$ cat src/rtl/fifo_rd_ctrl.sv
// Read-side controller for the dual-clock FIFO: synchronises the write pointer, tracks the
// read pointer and empty flag, and serves data through a one-entry show-ahead output register.
module fifo_rd_ctrl #(
    parameter int unsigned DATA_SIZE = 8,
    parameter int unsigned ADD_SIZE  = 4
) (
    input  logic                 rclk,
    input  logic                 rrst,
    input  logic [ADD_SIZE:0]    wptr,
    input  logic [DATA_SIZE-1:0] mem_rdata,
    output logic [ADD_SIZE-1:0]  raddr,
    output logic [ADD_SIZE:0]    rptr,
    output logic                 rempty,
    output logic [DATA_SIZE-1:0] rdata,
    output logic                 rvalid,
    input  logic                 rready,
    output logic [ADD_SIZE:0]    rlevel
);

    localparam int unsigned PtrW = ADD_SIZE + 1;

    function automatic logic [PtrW-1:0] gray2bin(input logic [PtrW-1:0] g);
        logic [PtrW-1:0] b;
        for (int i = 0; i < PtrW; i++) begin
            b[i] = ^(g >> i);
        end
        return b;
    endfunction

    logic [PtrW-1:0] rq1_wptr;
    logic [PtrW-1:0] rq2_wptr;
    logic [PtrW-1:0] rq2_wbin;
    logic [PtrW-1:0] rbin;
    logic [PtrW-1:0] rbinnext;
    logic [PtrW-1:0] rgraynext;
    logic            fetch;
    logic            consume;

    // Only the first synchroniser flop ever samples the write-domain pointer.
    always_ff @(posedge rclk or posedge rrst) begin
        if (rrst) begin
            rq1_wptr <= '0;
            rq2_wptr <= '0;
        end else begin
            rq1_wptr <= wptr;
            rq2_wptr <= rq1_wptr;
        end
    end

    always_comb begin
        fetch     = !rempty && (!rvalid || rready);
        consume   = rvalid && rready;
        rbinnext  = rbin + {{ADD_SIZE{1'b0}}, fetch};
        rgraynext = (rbinnext >> 1) ^ rbinnext;
        rq2_wbin  = gray2bin(rq2_wptr);
    end

    always_ff @(posedge rclk or posedge rrst) begin
        if (rrst) begin
            rbin   <= '0;
            rptr   <= '0;
            rempty <= 1'b1;
        end else begin
            rbin   <= rbinnext;
            rptr   <= rgraynext;
            // Full-width compare so a lapped pointer is not mistaken for empty.
            rempty <= (rgraynext == rq2_wptr);
        end
    end

    // Show-ahead register: refill whenever it is empty or being drained this cycle.
    always_ff @(posedge rclk or posedge rrst) begin
        if (rrst) begin
            rdata  <= '0;
            rvalid <= 1'b0;
        end else if (fetch) begin
            rdata  <= mem_rdata;
            rvalid <= 1'b1;
        end else if (consume) begin
            rvalid <= 1'b0;
        end
    end

    assign raddr  = rbin[ADD_SIZE-1:0];
    assign rlevel = rq2_wbin - rbin;

endmodule

$ cat config.mk
export PLATFORM = sky130hd
export DESIGN_NAME = fifo_rd_ctrl
export DESIGN_NICKNAME = d
export VERILOG_FILES = /design/src/rtl/fifo_rd_ctrl.sv
export SDC_FILE = /design/constraint.sdc
export NUM_CORES = 1
export LEC_CHECK = 0
export BUFFER_PORTS_ARGS = -buffer_cell sky130_fd_sc_hd__clkbuf_2
export CAP_MARGIN = 30
export CORE_ASPECT_RATIO = 0.7
export CORE_MARGIN = 3
export CORE_UTILIZATION = 30
export CTS_CLUSTER_SIZE = 25
export DETAILED_ROUTE_END_ITERATION = 6
export GPL_ROUTABILITY_DRIVEN = 0
export GPL_TIMING_DRIVEN = 0
export PLACE_DENSITY = 0.64
export SLEW_MARGIN = 5
export SYNTH_ARGS = -nofsm -noshare
export SYNTH_HDL_FRONTEND = slang
export SYNTH_SLANG_ARGS = --single-unit
$ cat constraint.sdc
create_clock -name rclk -period 5.3 [get_ports rclk]
set_input_delay 0.795 -clock rclk [delete_from_list [all_inputs] [get_ports rclk]]
set_output_delay 0.795 -clock rclk [all_outputs]
set_load 0.02 [all_outputs]
== Word level (Yosys, flattened, before mapping) ==
Cells that the tools add are included.

* Input port bits: 16
* Output and inout bits: 24
* Logic and storage cells: 24
* Bits in registers: 30

* Muxes and demuxes: 2
* Equal/unequal tests: 1
* Add/subtract/negate cells: 2
* Reduce and logical (&&, ||, !) cells: 11
* Bitwise gates (word level): 1

{| class="wikitable"
|+ Operators by type and width
! kind !! number
|-
| 5-bit parity || 5
|-
| 5-bit by 1-bit adder with 5-bit output || 1
|-
| 5-bit equality test || 1
|-
| 5-bit subtractor || 1
|-
| 4-bit by 5-bit XOR with 5-bit output || 1
|-
| 1-bit logical AND || 2
|-
| 1-bit zero test || 2
|-
| 1-bit two-way mux || 2
|-
| 2-bit nonzero test || 1
|-
| 1-bit logical OR || 1
|}

== Depth between registers and ports, before layout ==
* Word-level depth: 6
* Depth in mapped cells: 10
* Mapped depth without buffers: 10

== Worst setup path after synthesis ==
OpenSTA, ideal clock, no wires.

* Kind: register to output
* Start: register rq2_wptr[4]
* End: output port rlevel[4]
* Required time: 4.505 ns
* Stages on the path, launching flop included: 11
* Setup slack: 2.098 ns
* Arrival time: 2.407 ns
* Path buffers: 0
* Cells stage by stage: dfrtp_1 xor2_1 xnor2_1 xor2_1 xor2_1 ha_1 fa_1 inv_1 a21o_1 a21oi_1 xnor2_1

* Word-level cells in the longest chain between the ends: 2
* Elaborated cells on any way between the ends: 6
* Classes of those cells: add/sub: 1; reduce/logical: 5

{| class="wikitable"
|+ Ends and longest elaborated chain
! item !! line !! RTL
|-
| from (decl) || 31 || <nowiki>logic [PtrW-1:0] rq2_wptr;</nowiki>
|-
| from (signal assigned) || 46 || <nowiki>rq2_wptr <= rq1_wptr;</nowiki>
|-
| 5-bit parity || 25 || <nowiki>b[i] = ^(g >> i);</nowiki>
|-
| 5-bit subtractor (*) || 85 || <nowiki>assign rlevel = rq2_wbin - rbin;</nowiki>
|-
| to (decl) || 17 || <nowiki>output logic [ADD_SIZE:0] rlevel</nowiki>
|}

Mark *: on every way between the ends. The rest lies on a longest branch, timed or not.

== Worst setup path in the final report ==
Ends and elaborated chain as after synthesis.

==> results_dict.tcl <==
set metrics [dict create \
    run_status "complete, no violations" \
    hold_path_end "rq2_wptr[0]" \
    timing.hold.worst.start "rq1_wptr[0]" \
    number_of_different_library_cells_in_the_post_synthesis_netlist 17 \
    worstMarginPinSlew_ns 0.5363 \
    hold_ws_ns 0.3495 \
    arrival_ns 2.81 \
    wirelength_um 2131 \
    regToRegEndpoint "rempty" \
    critical_path.max_stage_delay_ns 0.43 \
    design.core.area_um2 3761 \
    detailedRoute.firstPassIterationCount 5 \
    gr-max-usage-layer "met2" \
    synth_area_um2 1255 \
    final_core_util 0.4371 \
    met2_usage 0.1427 \
    yosys-top-cells-area "sky130_fd_sc_hd__dfrtp_1, sky130_fd_sc_hd__xnor2_1, sky130_fd_sc_hd__mux2_2" \
    hold_buffers 0 \
    synth.yosys.seq_area_share 0.5793 \
    vias 792 \
    post-cts-setup-buffers 0 \
    timing.final.crit_period_ns 3.600 \
    cellLeakagePower_nw 0.8179 \
    netlist.area_leader.share 0.5583 \
    floorplan.die.width_um 83.31 \
    start_util 0.3337 \
    synth-main-ff-cell "sky130_fd_sc_hd__dfrtp_1" \
    port-buffer-count 39 \
    totalPowerFinal_mw 1.099 \
    drv_slew 0 \
    powerDensity_nw_per_um2 668.5 \
    clkSlewWorstSetupHoldPaths_ns 0.06 \
    remaining_routing_drc_violations 0 \
    worst_path_most_repeated_cell "sky130_fd_sc_hd__xor2_1" \
    via_per_inst 4.147 \
    slew_headroom 0.6425 \
    postLayoutCellArea_um2 1644 \
    finalSetupTns_ns 0 \
    worst_setup_sp_type "flip-flop" \
    grt_start_max_net_pins 19 \
    insertedDiodeCount 0 \
    cts_tree "yes" \
    yosys.cell_count.top_type "sky130_fd_sc_hd__dfrtp_1" \
    die_area_um2 5008 \
    synthDominantAreaCellType "sky130_fd_sc_hd__dfrtp_1" \
    clock_latency_on_the_worst_skew_pair_ns 0.27 \
    setup_violations 0 \
    dpl_cell_area_um2 1540 \
    finalNonFillerCells 191 \
    worst_slack_ns 1.700 \
    timing.fmax_ghz 0.2778 \
    gr-usage-met3 0.05510 \
    hpwl_um 1754 \
    placed_cells_incl_taps 184 \
    r2r_start "rvalid" \
    number_of_routed_nets_with_antenna_violations 0 \
    maximum_clock_path_buffer_count 2 \
    antenna_found_initial 0 \
    grt_util_met1 0.1194 \
    post_route_cells_drive_above_1_share 0.4184 \
    worstPathMaxFanout 4 \
    finalClockSkew_ns 0.01054 \
    timing.critical_path.cells "xor2_1 -> xnor2_1 -> xor2_1 -> xor2_1 -> ha_1 -> fa_1 -> inv_1 -> a21o_1 -> a21oi_1 -> xnor2_1 -> clkbuf_2" \
    worst_hold_path_cell_count 0 \
    cts_inserted_buffers 5 \
    syn_avg_cell_area_um2 13.35 \
    grt_util_all_layers 0.09597 \
    detailedRoute.firstIterationViolations 27 \
    syn2layout_area_growth_pct 31.01 \
    max-cap-violations 0 \
    vias_in_the_first_global_route 798 \
    dieHeight_um 60.12 \
    h-tree-depth 2 \
    post_synthesis_net_count 117 \
    overflow 0 \
    clock_sink_count 29 \
    cp-end-kind "primary output" \
    worst_hold_path_type "reg -> reg" \
    synth.top_cells.by_count "sky130_fd_sc_hd__dfrtp_1, sky130_fd_sc_hd__inv_1, sky130_fd_sc_hd__xnor2_1" \
    layout_worst_path_cycle_share 0.6793 \
    grt_setup_unrepaired "false" \
    fillers 343 \
    ioPinCount 40 \
    postSynthRegisterBits 29 \
    nets_finish 164 \
    dpl_worst_slack_ns 1.972 \
    grt_pass1_wl_um 3636 \
    syn_inst 94 \
    postCtsResizedCells 0 \
    synth-warning-count 0 \
    ff2ff_path_depth 7 \
    report.final.hold_viol_count 0 \
    asyncSetResetFlopFracSynth 1.000 \
    timing.critical_path.required_ns 4.51 \
    crit_path_top_delay_cell "sky130_fd_sc_hd__dfrtp_1" \
    drt-wirelength-per-cell_um 11.16 \
    num_rows 18 \
    root_buffer_master "sky130_fd_sc_hd__clkbuf_8" \
    timing_worst_setup_path_type "reg -> out" \
    r2r_slack_ns 2.75 \
    vdd_ir_drop_max_mv 0.2683 \
    synth-edff-count 0 \
]
==> how the worst max path moves through the flow <==
stage,from,to,slack (ns)
2_1_floorplan,rq2_wptr[4],rlevel[4],2.10
3_3_place_gp,rq2_wptr[4],rlevel[4],1.94
3_5_place_dp,rq2_wptr[4],rlevel[4],1.97
4_1_cts,rq2_wptr[4],rlevel[4],1.64
5_1_grt,rq2_wptr[4],rlevel[4],1.38
6_report,rq2_wptr[4],rlevel[4],1.70
==> state kept, by name (all words and copies together), names as in the netlist <==
| register | count |
|---|---|
| rptr | 4 |
| rvalid | 1 |
| rempty | 1 |
| rdata | 8 |
| rq1_wptr | 5 |
| rbin | 5 |
| rq2_wptr | 5 |
==> power breakdown <==
group | leakage (nW) | internal [mW] | switching, mW | total [mW]
Clock | 0.0540 | 0.136 | 0.0728 | 0.209
Combinational | 0.430 | 0.226 | 0.324 | 0.550
Sequential | 0.334 | 0.290 | 0.0511 | 0.341
Total | 0.818 | 0.651 | 0.448 | 1.10
==> layout by cell type (no fill, tap or decap), drive strengths merged <==
| cell | n |
|---|---|
| inv | 13 |
| o21ai | 1 |
| dfrtp | 28 |
| bufinv | 1 |
| fa | 1 |
| dfstp | 1 |
| buf | 1 |
| mux2 | 8 |
| nand3 | 4 |
| a221oi | 1 |
| nand2 | 2 |
| xor2 | 9 |
| a21oi | 3 |
| clkbuf | 44 |
| a21o | 2 |
| or3 | 2 |
| xnor2 | 13 |
| ha | 6 |
| clkinv | 1 |
==> per-layer routing <==
layer / up-vias / routed length, µm
li1: 394 / -
met1: 371 / 934
met2: 25 / 981
met3: 2 / 198
met4: 0 / 17
met5: - / 0
==> cell families (layout without fill, tap and decap cells) <==
kind of cell | after synthesis | count (layout) | share of synthesized area
AOI/OAI and AO/OA | 7 | 7 | 0.04286
xor gates and xnor gates | 22 | 22 | 0.1595
adders and majority gates | 7 | 7 | 0.07577
buffers and inverters | 13 | 60 | 0.03889
DFF | 29 | 29 | 0.5793
muxes | 8 | 8 | 0.07179
and+or+nand+nor | 8 | 8 | 0.03191
==> area by class of cell <==
| class | count | area, µm² | area share |
|---|---|---|---|
| clock buffers | 5 | 68.82 | 0.04186 |
| inverters | 13 | 48.80 | 0.02968 |
| repair buffers | 40 | 222.7 | 0.1355 |
| well taps | 50 | 62.56 | 0.03805 |
| clock inverters | 2 | 35.03 | 0.02131 |
| flip-flops and latches | 29 | 726.9 | 0.4422 |
| multi-input cells | 52 | 479.2 | 0.2915 |
==> critical path, delay by kind of cell (launching register included) <==
kind,cells,cell delay [ns]
compound gates,2,0.19
fa+ha+maj,2,0.63
buf+inv,2,0.27
flops,1,0.43
xor+xnor,5,1.02
Power figures use the tool's default switching activity.
